$ cat config.mk
export PLATFORM = sky130hd
export DESIGN_NAME = axi_w_burst_gen
export DESIGN_NICKNAME = d
export VERILOG_FILES = /design/src/rtl/axi_w_burst_pkg.sv /design/src/rtl/axi_w_burst_gen.sv
export SDC_FILE = /design/constraint.sdc
export NUM_CORES = 1
export LEC_CHECK = 0
export CORE_AREA = 2 2 253 255
export DETAILED_ROUTE_END_ITERATION = 7
export DIE_AREA = 0 0 255 257
export GPL_TIMING_DRIVEN = 0
export PLACE_DENSITY = 0.7
export SLEW_MARGIN = 25
export SYNTH_ARGS = -nofsm -noshare
export SYNTH_HDL_FRONTEND = slang
export SYNTH_SLANG_ARGS = --single-unit
$ cat constraint.sdc
create_clock -name clk_i -period 2 [get_ports clk_i]
set_clock_uncertainty 0.2 [all_clocks]
set_input_delay 0.4 -clock clk_i [delete_from_list [all_inputs] [get_ports clk_i]]
set_output_delay 0.4 -clock clk_i [all_outputs]
set_load 0.005 [all_outputs]
$ cat src/rtl/axi_w_burst_pkg.sv
// Shared types and sizing for the AXI W-channel burst generator.
// XLEN follows the prv664 core width. No ports (package only).
package axi_w_burst_pkg;

  localparam int unsigned XLEN       = 64;
  localparam int unsigned LINE_BEATS = 8;
  localparam int unsigned STRB_W     = XLEN / 8;
  localparam int unsigned LINE_BITS  = XLEN * LINE_BEATS;
  localparam int unsigned STRB_BITS  = LINE_BEATS * 8;
  localparam int unsigned CNT_W      = $clog2(LINE_BEATS);

  typedef enum logic {
    IDLE = 1'b0,
    SEND = 1'b1
  } state_e;

  // Line viewed as an array of beats so beat k is a simple index.
  typedef logic [LINE_BEATS-1:0][XLEN-1:0]   line_t;
  typedef logic [LINE_BEATS-1:0][STRB_W-1:0] strb_line_t;

  // Captured write-back request.
  typedef struct packed {
    line_t            data;
    strb_line_t       strb;
    logic [CNT_W-1:0] len;
  } req_t;

endpackage

$ cat src/rtl/axi_w_burst_gen.sv
// Write-data burst generator for the AXI W channel.
// Latches one cache line plus byte mask from the writeback path and emits
// it as XLEN-wide beats with wstrb/wlast. AW is issued elsewhere.
//
// Ports:
//   clk_i, arst_n_i          clock, async active-low reset
//   req_valid_i/req_ready_o  upstream line request handshake
//   req_data_i               line data, beat k = [k*XLEN +: XLEN]
//   req_strb_i               byte mask, beat k = [k*8 +: 8]
//   req_len_i                beats minus one
//   wdata_o/wstrb_o/wlast_o  W payload
//   wvalid_o/wready_i        W handshake
//   done_o                   pulse on the cycle the last beat transfers
//
// Config macro AXI_W_BURST_B2B_EN: when defined, a new request may be
// accepted on the last-beat transfer so bursts run with no bubble.
module axi_w_burst_gen
  import axi_w_burst_pkg::*;
(
  input  logic                 clk_i,
  input  logic                 arst_n_i,
  input  logic                 req_valid_i,
  output logic                 req_ready_o,
  input  logic [LINE_BITS-1:0] req_data_i,
  input  logic [STRB_BITS-1:0] req_strb_i,
  input  logic [CNT_W-1:0]     req_len_i,
  output logic [XLEN-1:0]      wdata_o,
  output logic [STRB_W-1:0]    wstrb_o,
  output logic                 wlast_o,
  output logic                 wvalid_o,
  input  logic                 wready_i,
  output logic                 done_o
);

  state_e           state_q, state_d;
  logic [CNT_W-1:0] cnt_q, cnt_d;
  req_t             req_q, req_d;
  logic             last_beat;
  req_t             req_in;

  assign last_beat  = (cnt_q == req_q.len);
  assign req_in     = '{data: line_t'(req_data_i),
                        strb: strb_line_t'(req_strb_i),
                        len:  req_len_i};

  // State, beat counter and captured line.
  always_ff @(posedge clk_i or negedge arst_n_i) begin
    if (!arst_n_i) begin
      state_q <= IDLE;
      cnt_q   <= '0;
      req_q   <= '0;
    end else begin
      state_q <= state_d;
      cnt_q   <= cnt_d;
      req_q   <= req_d;
    end
  end

  // Next state, counter advance and W outputs.
  always_comb begin
    state_d     = state_q;
    cnt_d       = cnt_q;
    req_d       = req_q;
    req_ready_o = 1'b0;
    wvalid_o    = 1'b0;
    wdata_o     = '0;
    wstrb_o     = '0;
    wlast_o     = 1'b0;
    done_o      = 1'b0;

    unique case (state_q)
      IDLE: begin
        req_ready_o = 1'b1;
        if (req_valid_i) begin
          req_d   = req_in;
          cnt_d   = '0;
          state_d = SEND;
        end
      end

      SEND: begin
        wvalid_o = 1'b1;
        wdata_o  = req_q.data[cnt_q];
        wstrb_o  = req_q.strb[cnt_q];
        wlast_o  = last_beat;
        if (wready_i) begin
          if (last_beat) begin
            done_o  = 1'b1;
            state_d = IDLE;
`ifdef AXI_W_BURST_B2B_EN
            // Accept the next line on the final transfer to avoid a bubble.
            req_ready_o = 1'b1;
            if (req_valid_i) begin
              req_d   = req_in;
              cnt_d   = '0;
              state_d = SEND;
            end
`endif
          end else begin
            cnt_d = cnt_q + CNT_W'(1);
          end
        end
      end

      default: state_d = IDLE;
    endcase
  end

endmodule

# After elaboration in Yosys (flattened, before gate mapping)
# Index checks and enable logic that the tools add are counted.
# totals
regBits	583
inputBits	583
out_inout_bits	76
# op_classes
add_sub_neg	1
n_lt_le_gt_ge	1
n_eq_ne	4
mux	20
bitwise	1
reduce_logical	2
# ops
cell	n
$bmux W64 S3	1
$mux W64	2
$bmux W8 S3	1
$mux W8	2
$mux W1	9
$mux W3	3
$ne A2 B2 Y1 const B	3
$pmux W3 S2	1
$lt A3 B4 Y1 const B	1
$add A3 B1 Y3 const B	1
$eq A3 B3 Y1	1
$reduce_and A3 Y1	1
$pmux W1 S2	1
$reduce_and A2 Y1	1
$not A1 Y1	1

# Logic depth before layout (Yosys ltp)
# logic_depth
depth_word	4
mapped_depth	8
depth_no_buf	4

# Worst setup path before layout
# No wires, ideal clock.
# synth_path
path_type	reg-to-output
startpoint	reg cnt_q[0]
endpoint	out wdata_o[34]
arrival_ns	1.492
slack_ns	-0.092
stages_incl_launch_ff	7
path_cell_list	dfrtp_1 > buf_6 > buf_6 > buf_6 > mux4_2 > o22ai_1 > nor3_1
# synth_between
elab_chain_len	3
# synth_rtl
item	line	rtl
start, declared	axi_w_burst_gen.sv:36	logic [CNT_W-1:0] cnt_q, cnt_d;
start signal, assigned	axi_w_burst_gen.sv:54	cnt_q <= cnt_d;
$bmux W64 S3	axi_w_burst_gen.sv:83	wdata_o = req_q.data[cnt_q];
$mux W64 (implied by the code)	axi_w_burst_gen.sv:83	
$mux W64	axi_w_burst_gen.sv:71	unique case (state_q)
end, declared	axi_w_burst_gen.sv:27	output logic [XLEN-1:0] wdata_o,
# No other way between the ends. The select of a mux whose other input is x is not followed.

# Final worst setup path
# layout_path
startpoint	reg cnt_q[0]
endpoint	out wdata_o[62]
# The elaborated chain is that of the path after synthesis.

==> impl_metrics.yaml <==
min_path:
  min-delay-path-class: "input port to async pin"
global_route:
  grt_pass1_vias: 21600
  grt.total_usage_pct: 30.2
  grt_max_degree: 92
  gr-total-overflow: 0
  antenna_found_initial: 39
  busiest_layer: "met2"
  grt_pass1_wl_um: 143000
  met3_usage_pct: 7.59
  grtUsageMet1_pct: 36.5
  use_met2_pct: 51.2
placement:
  place.gp.congestion: 0.875
  post_dp_cell_area_mm2: 0.0343
  dp_worst_setup_slack_ns: -1.87
  port_buffers: 658
  hpwl_um: 68600
sta:
  period_needed_ns: 3.16
  hold_violations: 153
  final.setup.worst_slack_ns: -1.16
  rsz0062_at_grt: "yes"
  worstMarginPinSlew_ns: 0.618
  max-slew-margin-rel_pct: 58.5
  timing.fmax_ghz: 0.317
  hold_slack_ns: -0.507
  finalMaxSlewViolations: 0
  setup-violations-final: 638
  fin_crit_sh_pct: 158
clock_network:
  clkSlewWorstSetupHoldPaths_ns: 0.06
  clock_path_buffers: 3
  clock-sinks: 583
  cts_buffers: 67
  cts_root_buf: "clkbuf_16"
  insertion_delay_ns: 0.60
  htree_levels: 3
  cts_tree: "done"
final_layout:
  area_delta_synth_final_pct: 61.5
  fin_area_mm2: 0.0426
  drive_gt1_share_pct: 48.6
  nets: 3239
die:
  coreArea_mm2: 0.0627
  die_w_um: 255
  num_io_pins: 659
  die_area_mm2: 0.0655
  die_h_um: 257
  initial_core_util_pct: 42.1
  core.rowCount: 92
critical_path:
  crit_chain: "buf_12, buf_6, buf_6, buf_4, mux4_2, o22ai_2, nor3_1, buf_2"
  r2r_end: "req_q[346]"
  critPathSlowestCell: "mux4_2"
  cp.arrival_ns: 2.56
  max_stage_delay_ns: 0.53
  worstSetupStartpointType: "flop"
  cp.required_ns: 1.40
  rrSetupSlack_ns: -0.22
  cpMostUsedCell: "buf_6"
  crit_start: "cnt_q[0]"
  critPathKind: "flop to output pin"
  r2r_cells: 10
  path_max_fanout: 7
  r2r_start: "state_q"
  crit_path_end_kind: "output pin"
yosys:
  ys_seq_area_share_pct: 55.3
  synth_common_cells: "mux2_2, dfrtp_1"
  synth.most_common_cell: "mux2_2"
  synthTopCellsByArea: "dfrtp_1, mux2_2, mux4_2"
  syn_area_mm2: 0.0264
  synth_ff_type: "dfrtp_1"
  synth_warnings: 0
  synthCells: 1761
  synth.largest_area_cell: "dfrtp_1"
  synth_edf_count: 0
  synthDominantCellAreaShare_pct: 55.3
  synth_fp_nets: 2345
  async_flop_share_pct: 100
  yosysUniqueCellTypes: 29
  ys_seq_elements: 583
  avgSynthCellArea_um2: 15.0
routing:
  drtIter0Drc: 1242
  post-route-drc-count: 0
  first_pass_iters: 5
  ant_nets: 0
  via_count: 20000
  wl_per_cell_um: 30.1
  viasPerCell: 5.59
  routed_wl_um: 108000
power:
  cellPowerDensity_mw_per_mm2: 1690
  ir_worst_vdd_mv: 1.05
  p_leak_nw: 18.1
  fin_total_pwr_mw: 72.1
job:
  cap_viol_max_count: 0
status:
  violations: "hold timing, setup timing"
  status: "complete, but fails checks"
metrics by stage:
step	util, %	cells	TNS [ns]
floorplan	-	1761	-1.04
global placement	54.3	3265	-
detailed placement	54.6	3272	-467.32
CTS	63.0	3490	-123.93
global route	67.9	3572	-152.73
finish	68.0	3574	-127.15
cells by family after synthesis:
family          synth area share [%]
fa+ha+maj                     0.0474
xor+xnor                       0.128
mux                             34.0
compound gates                  3.96
flops                           55.3
buf+inv                         3.34
simple gates                    3.31
layer usage:
layer  vias to the layer above  share of wire (%)
met1                     10500                 39
li1                       8395                  -
met5                         -               0.17
met2                       824                 50
met4                        26                3.8
met3                       211                7.4
layout make-up:
cell class | instances | area, µm²
clock inverter | 21 | 274
multi-input combinational | 1036 | 13100
clock buffer | 93 | 1970
sequential | 583 | 14600
antenna | 28 | 70.1
inverter | 3 | 11.3
fill | 4196 | 20100
buffer | 129 | 2000
timing repair buffer | 835 | 9520
tap | 846 | 1060
worst max path at each step:
| stage | slack, ns | endpoint |
|---|---|---|
| 6_report | -1.16 | wdata_o[62] |
| 5_1_grt | -1.22 | wdata_o[42] |
| 4_1_cts | -1.18 | wstrb_o[2] |
| 3_5_place_dp | -1.87 | wdata_o[0] |
| 3_3_place_gp | -25.35 | req_q[350] |
| 2_1_floorplan | -0.04 | wdata_o[34] |
report_power, final:
group	switching [mW]	internal [mW]
Sequential	3.61	17.9
Combinational	15.3	22.6
Clock	5.15	7.53
Total	24.1	48.0
worst max-delay path, delay by kind of cell, from the launching register on:
kind	cells	cell delay, ns
AO/OA/AOI/OAI	1	0.19
buffers and inverters	5	0.74
flip-flops	1	0.40
multiplexers	1	0.53
AND/OR/NAND/NOR	1	0.07
cells in the final DEF (no fill, tap or decap), types with 5 or more instances in the layout:
master / n
buf_12: 108
clkbuf_16: 111
o22ai_1: 15
clkdlybuf4s50_1: 581
a211oi_2: 10
mux2_2: 240
buf_4: 43
a211oi_1: 62
mux4_2: 72
nor2b_1: 70
nor3_2: 25
clkbuf_8: 14
buf_8: 21
clkbuf_4: 12
buf_16: 30
clkinv_2: 10
mux2_4: 412
diode_2: 28
nor3_1: 46
o22ai_2: 52
clkbuf_1: 10
buf_2: 66
buf_6: 43
dfrtp_1: 582
bufinv_16: 5
o22ai_4: 5
clkbuf_2: 13
what timing repair did:
action | CTS | global route
pin swaps | 39 | 40
gates cloned | 32 | 42
resized for setup | 750 | 575
hold endpoints to repair | 197 | 107
setup buffers | 73 | 42
setup endpoints to repair | 590 | 640
registers in the layout, summed over array words and instances, names as in the netlist:
signal,cells
cnt_q,3
req_q,579
state_q,1
(Power assumes the default switching activity.)
